--- src/rtl/seq_divider_if.sv ---
// Handshake and operand/result bundle for the sequential divider.
interface seq_divider_if #(
    parameter int DVD_W = 8,
    parameter int DVS_W = 4
);
    logic             start;
    logic [DVD_W-1:0] dividend;
    logic [DVS_W-1:0] divisor;
    logic [DVD_W-1:0] quotient;
    logic [DVS_W-1:0] remainder;
    logic             busy;
    logic             done;
    logic             dbz;

    modport master (
        output start, dividend, divisor,
        input  quotient, remainder, busy, done, dbz
    );

    modport slave (
        input  start, dividend, divisor,
        output quotient, remainder, busy, done, dbz
    );
endinterface

--- src/rtl/seq_divider.sv ---
// Restoring unsigned divider, one quotient bit per clock, MSB first.
// Results are registered and presented together with a one-cycle done pulse.
module seq_divider #(
    parameter int DVD_W = 8,
    parameter int DVS_W = 4
) (
    input  logic         clk,
    input  logic         rst,
    seq_divider_if.slave bus
);
    localparam int CNT_W = $clog2(DVD_W + 1);

    typedef enum logic [1:0] {IDLE, CALC, DONE} state_t;

    state_t           state, state_nxt;
    logic [DVD_W-1:0] dq;        // dividend shifts out MSB-first, quotient shifts in at LSB
    logic [DVS_W-1:0] dvs;
    logic [DVS_W:0]   prem;      // partial remainder
    logic [CNT_W-1:0] cnt;
    logic             zflag;     // current division is a divide-by-zero
    logic             accept;
    logic             zero_div;
    logic [DVS_W+1:0] shifted;
    logic             qbit;
    logic [DVS_W:0]   prem_nxt;

    assign accept   = (state == IDLE) && bus.start;
    assign zero_div = (bus.divisor == '0);

    // Restoring step: a non-negative trial subtraction is the same as shifted >= divisor.
    always_comb begin
        shifted  = {prem, dq[DVD_W-1]};
        qbit     = (shifted >= (DVS_W+2)'(dvs));
        prem_nxt = qbit ? (DVS_W+1)'(shifted - (DVS_W+2)'(dvs)) : shifted[DVS_W:0];
    end

    // State register.
    always_ff @(posedge clk) begin
        if (rst) state <= IDLE;
        else     state <= state_nxt;
    end

    // Next-state logic: divide-by-zero skips CALC, CALC runs DVD_W steps.
    always_comb begin
        state_nxt = state;
        case (state)
            IDLE: if (accept) state_nxt = zero_div ? DONE : CALC;
            CALC: if (cnt == CNT_W'(1)) state_nxt = DONE;
            DONE: state_nxt = IDLE;
            default: state_nxt = IDLE;
        endcase
    end

    // Datapath and registered outputs; status flags lag the state by one edge.
    always_ff @(posedge clk) begin
        if (rst) begin
            dq            <= '0;
            dvs           <= '0;
            prem          <= '0;
            cnt           <= '0;
            zflag         <= 1'b0;
            bus.quotient  <= '0;
            bus.remainder <= '0;
            bus.busy      <= 1'b0;
            bus.done      <= 1'b0;
            bus.dbz       <= 1'b0;
        end else begin
            bus.busy <= (state == CALC);
            bus.done <= (state == DONE);
            case (state)
                IDLE: begin
                    if (accept) begin
                        dq    <= bus.dividend;
                        dvs   <= bus.divisor;
                        prem  <= '0;
                        zflag <= zero_div;
                        cnt   <= zero_div ? '0 : CNT_W'(DVD_W);
                        if (!zero_div) bus.dbz <= 1'b0;
                    end
                end
                CALC: begin
                    dq   <= (dq << 1) | DVD_W'(qbit);
                    prem <= prem_nxt;
                    cnt  <= cnt - CNT_W'(1);
                end
                DONE: begin
                    bus.quotient  <= zflag ? '1 : dq;
                    bus.remainder <= zflag ? '0 : prem[DVS_W-1:0];
                    bus.dbz       <= zflag;
                end
                default: ;
            endcase
        end
    end
endmodule

--- src/flat_wrapper.sv ---
// flat-port wrapper written by rule: the top's interface ports become plain ports
module seq_divider_flat 
#(
    parameter int DVD_W = 8,
    parameter int DVS_W = 4
)
  (clk, rst, bus_start, bus_dividend, bus_divisor, bus_quotient, bus_remainder, bus_busy, bus_done, bus_dbz);
  seq_divider_if #(.DVD_W(DVD_W), .DVS_W(DVS_W)) bus_i ();
  input  logic clk;
  input  logic rst;
  input wire logic [$bits(bus_i.start)-1:0] bus_start;
  input wire logic [$bits(bus_i.dividend)-1:0] bus_dividend;
  input wire logic [$bits(bus_i.divisor)-1:0] bus_divisor;
  output wire logic [$bits(bus_i.quotient)-1:0] bus_quotient;
  output wire logic [$bits(bus_i.remainder)-1:0] bus_remainder;
  output wire logic [$bits(bus_i.busy)-1:0] bus_busy;
  output wire logic [$bits(bus_i.done)-1:0] bus_done;
  output wire logic [$bits(bus_i.dbz)-1:0] bus_dbz;
  assign bus_i.start = bus_start;
  assign bus_i.dividend = bus_dividend;
  assign bus_i.divisor = bus_divisor;
  assign bus_quotient = bus_i.quotient;
  assign bus_remainder = bus_i.remainder;
  assign bus_busy = bus_i.busy;
  assign bus_done = bus_i.done;
  assign bus_dbz = bus_i.dbz;
  seq_divider #(.DVD_W(DVD_W), .DVS_W(DVS_W)) u_core (.clk(clk), .rst(rst), .bus(bus_i));
endmodule
--- config.mk ---
export PLATFORM = sky130hd
export DESIGN_NAME = seq_divider_flat
export DESIGN_NICKNAME = d
export VERILOG_FILES = /design/src/rtl/seq_divider_if.sv /design/src/rtl/seq_divider.sv /design/src/flat_wrapper.sv
export SDC_FILE = /design/constraint.sdc
export NUM_CORES = 1
export LEC_CHECK = 0
export ABC_CLOCK_PERIOD_IN_PS = 3000
export BUFFER_PORTS_ARGS = -buffer_cell sky130_fd_sc_hd__buf_2
export CORE_AREA = 2 2 75 77
export DETAILED_ROUTE_END_ITERATION = 12
export DIE_AREA = 0 0 77 79
export GPL_TIMING_DRIVEN = 0
export PLACE_DENSITY = 0.6
export REMOVE_ABC_BUFFERS = 1
export SETUP_SLACK_MARGIN = 0.3
export SLEW_MARGIN = 20
export SYNTH_ARGS = -nofsm -noshare
export SYNTH_HDL_FRONTEND = slang
export SYNTH_SLANG_ARGS = --single-unit
export TNS_END_PERCENT = 30
--- constraint.sdc ---
create_clock -name clk -period 3 [get_ports clk]
set_clock_uncertainty 0.2 [all_clocks]
set_input_delay 0.45 -clock clk [delete_from_list [all_inputs] [get_ports clk]]
set_output_delay 0.45 -clock clk [all_outputs]
set_load 0.1 [all_outputs]
== Word level (Yosys, flattened, before mapping) ==
Cells that the tools add are included.
Word-level totals
  input bits: 15
  register bits after elaboration: 39
  logic and storage cells: 47
Operators by class
  equality and inequality tests: 6
  reductions and logical operators: 9
  add/sub/neg operators: 2
  magnitude comparators: 1
  multiplexer cells: 17
  bitwise gates (word level): 1
Operators by type and width (count)
  $mux W8: 2
  $pmux W8 S2: 1
  $mux W4: 3
  $mux W5: 2
  $pmux W5 S2: 1
  $or A8 B1 Y8: 1
  $pmux W4 S2: 1
  $ge A6 B4 Y1: 1
  $mux W2: 3
  $reduce_and A2 Y1: 3
  $sub A5 B4 Y5: 1
  $eq A4 B1 Y1 const B: 1
  $logic_not A4 Y1: 1
  $ne A2 B1 Y1 const B: 2
  $pmux W2 S2: 1
  $reduce_bool A2 Y1: 2
  $sub A4 B1 Y4 const B: 1
  $reduce_and A3 Y1: 1
  $eq A2 B1 Y1 const B: 1
  $eq A2 B2 Y1 const B: 1
  $logic_not A2 Y1: 1
  $mux W1: 2
  $ne A2 B2 Y1 const B: 1
  $pmux W1 S2: 1
  $logic_and A1 B1 Y1: 1

== Depth between registers and ports, before layout ==
Gate-level depths: netlist of the first run.
  word-level depth: 4
  mapped depth: 7
  depth with buffers taken out: 7

== Least setup slack after synthesis of the first run ==
No wires, ideal clock.
  kind: register -> register
  start: register u_core.dq[7]
  end: register u_core.prem[1]
  clock period less this slack: 2046 ps
  path buffers: 0
  cell stages (with the launch flop): 8
  path slack: 954 ps
  arrival: 1729 ps
  data required time: 2683 ps
  cells stage by stage: dfxtp_1 > inv_1 > ha_1 > fa_1 > nand2b_1 > a21oi_1 > o21ai_0 > a32o_1
Between the ends
  longest elaborated chain between the ends: 3
Ends and longest elaborated chain
  start, declared: RTL line seq_divider.sv:16  | logic [DVD_W-1:0] dq;
  start signal, assigned: RTL line seq_divider.sv:73  | dq <= bus.dividend;
  start signal, assigned: RTL line seq_divider.sv:82  | dq <= (dq << 1) | DVD_W'(qbit);
  $sub A5 B4 Y5 / $ge A6 B4 Y1 (equally long branches): RTL line seq_divider.sv:34, seq_divider.sv:33
  $mux W5 (*): RTL line seq_divider.sv:34  | prem_nxt = qbit ? (DVS_W+1)'(shifted - (DVS_W+2)'(dvs)) : shifted[DVS_W:0];
  $pmux W5 S2 (*): RTL line seq_divider.sv:70  | case (state)
  end signal, assigned: RTL line seq_divider.sv:83  | prem <= prem_nxt;
  end, declared: RTL line seq_divider.sv:18  | logic [DVS_W:0] prem;
Mark *: on every way between the ends. The rest lies on a longest branch, timed or not.
A chain may end at the register's enable or synchronous reset.

== Worst setup path in the final report of the first run ==
Ends and elaborated chain as after synthesis.

==> out/summary.txt, run 1 <==
Post-synthesis sequential element count - 39
Dpl hpwl - 2.589 mm
Antenna Nets Post-Route - 0
Tmin final - 2.252 ns
Cell Pwr Density - 642.9 nW/um2
Area contributors post-synth - dfxtp_1, nor2_1, nor3_1
Largest net degree at the start of global routing - 36
N_diodes - 0
Sw power - 379.3 uW
DIE HEIGHT - 79 um
Sw Ratio - 0.2782
Crit share post-route - 0.7505
Slew HR - 0.3761
Reg clk slew, reported paths - 0.08 ns
Clk buf depth - 2
# rows - 27
WP data arrival - 2.24 ns
# hold bufs at CTS - 0
Area leader, netlist - dfxtp_1
RSZ-0062 raised after global routing - no
Die area - 6083 um2
Core area - 5338 um2
Synth Instances - 212
Internal - 984.1 uW
# nets final - 259
Leakage power - 0.8536 nW
Synthesized area per cell - 8.469 um2
# DRC - 0
Clock power share - 0.379
Placed cell area - 1988 um2
Non-Filler Instances - 310
Cells after DPL - 302
Boundary pin count - 30
Clock latency on the worst-skew pair - 0.29 ns
Least-Margin Pin Slew - 0.9339 ns
Synth Cell Area - 1795 um2
Post-synth cell types - 41
Startpoint type of the worst setup path - flop
Setup TNS - 0 ns
Reg-to-reg setup timing slack - 0.75 ns
Post-cts sizing count - 0
Via count - 1495
Initial antenna violation count - 0
Post-Route WL - 3.747 mm
Comb power frac - 0.192
Crit path kind - reg -> reg
Final Hold Vio Count - 0
Register share of total power - 0.428
H-tree Lvls - 2
First-pass GRT wire length - 6.472 mm
Final setup vio count - 0
Top-count cell post-synth - dfxtp_1
Share of cells above drive strength 1 - 0.1723
CTS buffer count - 5
Filler cells - 588
CP Capture Type - flop
Worst-path fanout max - 6
Die W - 77 um
Vias per inst - 4.823
Initial drt markers - 50
All-Layer GR Usage - 0.1334
DRT Pass-1 Iters - 4
Number of global-route vias before repair - 1395
Starting Density - 0.3364
FMAX - 0.4441 GHz
Clock sink total - 39
Final Instance Area - 2121 um2
Status - finished clean
CTS tree - built
Req. time, crit path - 2.99 ns
Overflow after GRT - 0
Postcts setup bufs - 0
EDFF count, synth - 0
FFs w/ async S/R, synth - 0
Gpl congestion - 0.8731
Synth top cells by count - dfxtp_1, nor2_1, nor3_1
Sequential fraction of the synthesis area - 0.4348
Top FF cell, synth - dfxtp_1
Ys Warns - 0
Area overhead of the layout relative to synthesis - 18.12%
Max Transition Viols Final - 0
Worst Hold Class - in -> reg
Yosys top cell area share - 0.4348
IO buf count - 29
Clk root buf - clkbuf_8
Peak VDD IR - 0.3115 mV
Average wire per standard cell - 12.09 um
Max_cap viols - 0
Hold WS - 0.2002 ns
[registers in the layout, indices dropped and copies added (netlist names)]
name                  cells
u_core.bus.quotient       8
u_core.dq                 8
u_core.prem               5
u_core.bus.remainder      4
u_core.cnt                4
u_core.dvs                4
u_core.state              2
u_core.bus.busy           1
u_core.bus.dbz            1
u_core.bus.done           1
u_core.zflag              1
[power groups by stage]
stage	combinational, mW	sequential, mW	clock (mW)
after detailed placement	0.263	0.596	0
after CTS	0.265	0.584	0.537
after global routing	0.300	0.590	0.555
final	0.262	0.584	0.517
after floorplan	0.173	0.615	0
after global placement	0.258	0.595	0
[kinds of logic after synthesis]
| kind of cell | Yosys count | synth area share |
|---|---|---|
| XOR/XNOR | 1 | 0.004879 |
| buffers and inverters | 20 | 0.05226 |
| AO/OA/AOI/OAI | 43 | 0.1477 |
| flip-flops | 39 | 0.4348 |
| adder cells (fa/ha/maj) | 7 | 0.05296 |
| AND/OR/NAND/NOR | 94 | 0.2627 |
| multiplexers | 8 | 0.04460 |
[metrics by stage]
| step | utilization | total power [mW] | setup WS, ns |
|---|---|---|---|
| CTS | 0.3973 | 1.386 | 0.7306 |
| floorplan | - | 0.7886 | 0.9280 |
| detailed placement | 0.3725 | 0.8590 | 0.7443 |
| global placement | 0.3685 | 0.8527 | 0.3458 |
| finish | 0.3973 | 1.363 | 0.7484 |
| global route | 0.3973 | 1.445 | 0.5594 |
[final timing paths]
kind / startpoint / end / cells past startpoint
setup / recovery: u_core.dq[7] / u_core.prem[1] / 7
hold / removal: bus_divisor[2] / u_core.dvs[2] / 3
setup reg to reg: u_core.dq[7] / u_core.prem[1] / 7
hold reg to reg: u_core.bus.remainder[2] / u_core.bus.remainder[2] / 2
[per-layer routing]
layer  wire [um]  GRT usage
met4          59    0.05893
met5           0          0
met3         160    0.03409
met1        1834     0.1651
met2        1693     0.2202
[area by class of cell]
| cell class | instances | area (um2) | share of cell area |
|---|---|---|---|
| clock buffer | 6 | 72.57 | 0.03422 |
| clock inverter | 2 | 60.06 | 0.02832 |
| inverter | 8 | 30.03 | 0.01416 |
| multi-input combinational | 153 | 927.1 | 0.4372 |
| sequential | 39 | 780.7 | 0.3681 |
| tap | 72 | 90.09 | 0.04248 |
| timing repair buffer | 30 | 160.2 | 0.07552 |
[critical path, cell delays in order (launching register included)]
cell and delay, ns:
dfxtp_1 0.33, inv_1 0.09, ha_1 0.22, fa_1 0.38, nand2b_1 0.19, a21oi_1 0.32, o21ai_0 0.16, a32o_1 0.27
[placed cells by master (no fill, tap or decap), drive strengths merged]
master	netlist	final
nand3b	6	6
nand4	1	1
nor3	21	21
a211oi	7	7
ha	6	6
nor2b	4	4
fa	1	1
nor3b	1	1
o31ai	1	1
or3	1	1
o2111ai	1	1
clkbuf	4	6
o21ai	9	9
and2b	1	1
nand2	13	13
and2	1	1
a21oi	18	18
bufinv	0	2
nand2b	6	6
a41oi	1	1
o211ai	1	1
dfxtp	39	39
inv	7	7
a21o	1	1
nor4b	1	1
a32o	2	2
a32oi	2	2
xnor2	1	1
nor2	35	35
nor4	1	1
mux2i	8	8
nand3	2	2
buf	8	30
clkinv	1	1
(Power assumes the default switching activity.)
==> inputs of run 2 (changes only) <==
--- a/config.mk
+++ b/config.mk
@@ -5,13 +5,14 @@
 export SDC_FILE = /design/constraint.sdc
 export NUM_CORES = 1
 export LEC_CHECK = 0
-export ABC_CLOCK_PERIOD_IN_PS = 3000
+export ABC_AREA = 1
+export ABC_CLOCK_PERIOD_IN_PS = 1900
 export BUFFER_PORTS_ARGS = -buffer_cell sky130_fd_sc_hd__buf_2
 export CORE_AREA = 2 2 75 77
 export DETAILED_ROUTE_END_ITERATION = 12
 export DIE_AREA = 0 0 77 79
 export GPL_TIMING_DRIVEN = 0
-export PLACE_DENSITY = 0.6
+export PLACE_DENSITY = 0.62
 export REMOVE_ABC_BUFFERS = 1
 export SETUP_SLACK_MARGIN = 0.3
 export SLEW_MARGIN = 20
==> constraint.sdc (replaced) <==
create_clock -name clk -period 1.9 [get_ports clk]
set_clock_uncertainty 0.2 [all_clocks]
set_input_delay 0.285 -clock clk [delete_from_list [all_inputs] [get_ports clk]]
set_output_delay 0.285 -clock clk [all_outputs]
set_load 0.1 [all_outputs]
==> run 2 against run 1 <==
  * Core utilization rose by 3.8 points
  * Setup slack got worse by 0.62 ns
  * Final cell count up 14%
  * Hold slack got worse by 0.14 ns
  * Area after synthesis grew 0.91%
  * Sequential share of layout area down 3.1 points
  * Wire length up 10%
  * Critical path type unchanged
  * Largest cell class unchanged
==> out/summary.txt, run 2 <==
Status - finished clean
CTS buffer count - 5 (unchanged)
Delay-heaviest family, CP - adder cells
Reg clk slew, reported paths - 0.08 ns (about the same)
Ys Warns - 0 (unchanged)
Area overhead of the layout relative to synthesis - 28.38%
Most frequent cells in the layout - nand2_1, dfxtp_1, buf_2
Synth Instances - 242 (+14%)
Regs by FF count - u_core.bus.quotient: 8 flops, u_core.dq: 8 flops, u_core.prem: 5 flops
Req. time, crit path - 1.86 ns (-1.13 ns)
Startpoint type of the worst setup path - flop
First-pass GRT wire length - 6.893 mm (+6.5%)
Comb power frac - 0.399 (+0.207)
Average wire per standard cell - 11.66 um (-3.5%)
Cell Pwr Density - 1221 nW/um2 (+90%)
CP Cell Sequence - inv_2 -> ha_4 -> fa_2 -> inv_2 -> nand3_4 -> nand3_4 -> nand2_2 -> nand3_2 -> a21oi_1
FFs w/ async S/R, synth - 0 (unchanged)
Share of cells above drive strength 1 - 0.2979 (+0.1256)
FMAX - 0.5637 GHz (+27%)
Via count - 1665 (+11%)
# nets final - 303 (+17%)
Die W - 77 um (unchanged)
Register Area - 783.3 um2 (+0.32%)
Final setup vio count - 0 (unchanged)
Final Instance Area - 2326 um2 (+9.7%)
Slowest CP cell - fa_2
Worst-path fanout max - 6 (unchanged)
Largest net degree at the start of global routing - 25 (-31%)
Top-count cell post-synth - nand2_1
# hold bufs at CTS - 0 (unchanged)
All-Layer GR Usage - 0.1415 (+0.008035)
Yosys top cell area share - 0.4309 (-0.003904)
Post-synth cell types - 26 (-37%)
Xor-xnor portion of the synthesized cell area - 0.01450 (+0.009625)
Adder-Cell Fraction of Synth Area - 0.05249 (-0.0004755)
Number of global-route vias before repair - 1577 (+13%)
Max_cap viols - 0 (unchanged)
# DRC - 0 (unchanged)
Fin util - 0.4358 (+0.03844)
Clk root buf - clkbuf_8
# rows - 27 (unchanged)
Tmin final - 1.774 ns (-0.4776 ns)
Sequential fraction of the synthesis area - 0.4309 (-0.003904)
Placed cell area - 1998 um2 (+0.50%)
Crit path kind - reg -> reg
IO buf count - 29 (unchanged)
Starting Density - 0.3394 (+0.003047)
Non-Filler Instances - 354 (+14%)
Worst path bufs/invs - 2 (+1)
Antenna Nets Post-Route - 0 (unchanged)
WP data arrival - 1.73 ns (-0.51 ns)
Synth Area in Compound Gates - 0.1878 (+0.04011)
Crit share post-route - 0.9337 (+0.1832)
Core area - 5338 um2 (unchanged)
Boundary pin count - 30 (unchanged)
Max Transition Viols Final - 0 (unchanged)
Reg-to-reg setup timing slack - 0.13 ns (-0.62 ns)
Commonest non-fill, non-tap cell in the layout - nand2_1
Post-synthesis sequential element count - 39 (unchanged)
Final Hold Vio Count - 0 (unchanged)
Area contributors post-synth - dfxtp_1, nand2_1, a21oi_1
Slew HR - 0.6449 (+0.2688)
Vias per inst - 4.703 (-2.5%)
Sw Ratio - 0.3862 (+0.1081)
Least-Margin Pin Slew - 0.5326 ns (-0.4013 ns)
Top FF cell, synth - dfxtp_1
Worst Hold Class - in -> reg
Peak VDD IR - 0.3897 mV (+25%)
Sw power - 1.097 mW (+190%)
Clock power share - 0.249 (-0.130)
Area leader, netlist - dfxtp_1
Post-Route WL - 4.129 mm (+10%)
Synth Cell Area - 1812 um2 (+0.91%)
H-tree Lvls - 2 (unchanged)
Initial antenna violation count - 0 (unchanged)
Filler cells - 564 (-4.1%)
DIE HEIGHT - 79 um (unchanged)
Overflow after GRT - 0 (unchanged)
Clock sink total - 39 (unchanged)
Leakage power - 0.9929 nW (+16%)
N_diodes - 0 (unchanged)
Clock latency on the worst-skew pair - 0.29 ns (about the same)
EDFF count, synth - 0 (unchanged)
DRT Pass-1 Iters - 4 (unchanged)
Mux cell area share after synthesis - 0 (-0.04460)
CP Capture Type - flop
Post-Synth Simple-Gate Area - 0.2182 (-0.04449)
Synthesized area per cell - 7.487 um2 (-12%)
Hold WS - 0.05914 ns (-0.1411 ns)
Dpl hpwl - 2.664 mm (+2.9%)
Cells after DPL - 334 (+11%)
Clk buf depth - 2 (unchanged)
RSZ-0062 raised after global routing - yes
Footprint of the multi-input gates - 977.2 um2 (+5.4%)
Combinational family with the most area after synthesis - simple AND/OR/NAND/NOR gates
Synth top cells by count - nand2_1, dfxtp_1, a21oi_1
Internal - 1.744 mW (+77%)
Register share of total power - 0.352 (-0.076)
Gpl congestion - 0.8384 (-4.0%)
Crit-path max cell delay - 0.37 ns (about the same)
Die area - 6083 um2 (unchanged)
Initial drt markers - 75 (+50%)
CTS tree - built
-- run 2: worst register-to-register path: stages, from the launching register on --
cell     delay (ns)
dfxtp_2        0.34
inv_2          0.05
ha_4           0.16
fa_2           0.37
inv_2          0.08
nand3_4        0.10
nand3_4        0.16
nand2_2        0.07
nand3_2        0.06
a21oi_1        0.06
-- run 2: cell families after synthesis --
| logic type | after synthesis |
|---|---|
| and+or+nand+nor | 87 |
| AOI/OAI and AO/OA | 65 |
| buffers and inverters | 41 |
| DFF | 39 |
| adders and majority gates | 7 |
| xor gates and xnor gates | 3 |
-- run 2: worst paths after layout --
kind | depth (start not counted) | from | end
max | 9 | u_core.dq[7] | u_core.prem[3]
min | 3 | bus_dividend[2] | u_core.dq[2]
max reg2reg | 9 | u_core.dq[7] | u_core.prem[3]
min reg2reg | 2 | u_core.bus.quotient[7] | u_core.bus.quotient[7]
-- run 2: metrics by stage --
step	worst slack [ns]	power, mW	setup TNS [ns]
2_1_floorplan	0.04578	1.688	0
3_3_place_gp	-0.1510	1.858	-0.8232
3_5_place_dp	-0.1584	1.865	-0.8533
4_1_cts	0.1605	2.708	0
5_1_grt	0.04914	3.045	0
6_report	0.1259	2.841	0
-- run 2: cell type report --
cell class,instances,share of cell area
flip-flops and latches,39,0.3367
repair buffers,40,0.09790
multi-input cells,163,0.4201
well taps,72,0.03873
clock buffers,6,0.03550
clock inverters,2,0.01506
inverters,32,0.05594
-- run 2: power by group through the flow --
stage                     sequential (mW)  clock, mW  combinational [mW]
after global routing                 1.02      0.766                1.26
final                                1.00      0.707                1.13
after floorplan                      1.12          0               0.571
after global placement               1.01          0               0.847
after CTS                           0.996      0.735               0.977
after detailed placement             1.01          0               0.852
-- run 2: what timing repair did --
item	in CTS	in global routing
pin swaps	11	11
setup endpoints to repair	17	21
gates resized for setup	12	19
gates cloned	1	0
buffers inserted	5	6
-- run 2: layer usage --
layer,vias up,share of wire,global-route usage
li1,878,-,-
met1,749,0.50,0.1757
met2,34,0.44,0.2211
met3,4,0.040,0.03977
met4,0,0.017,0.08036
met5,-,0,0
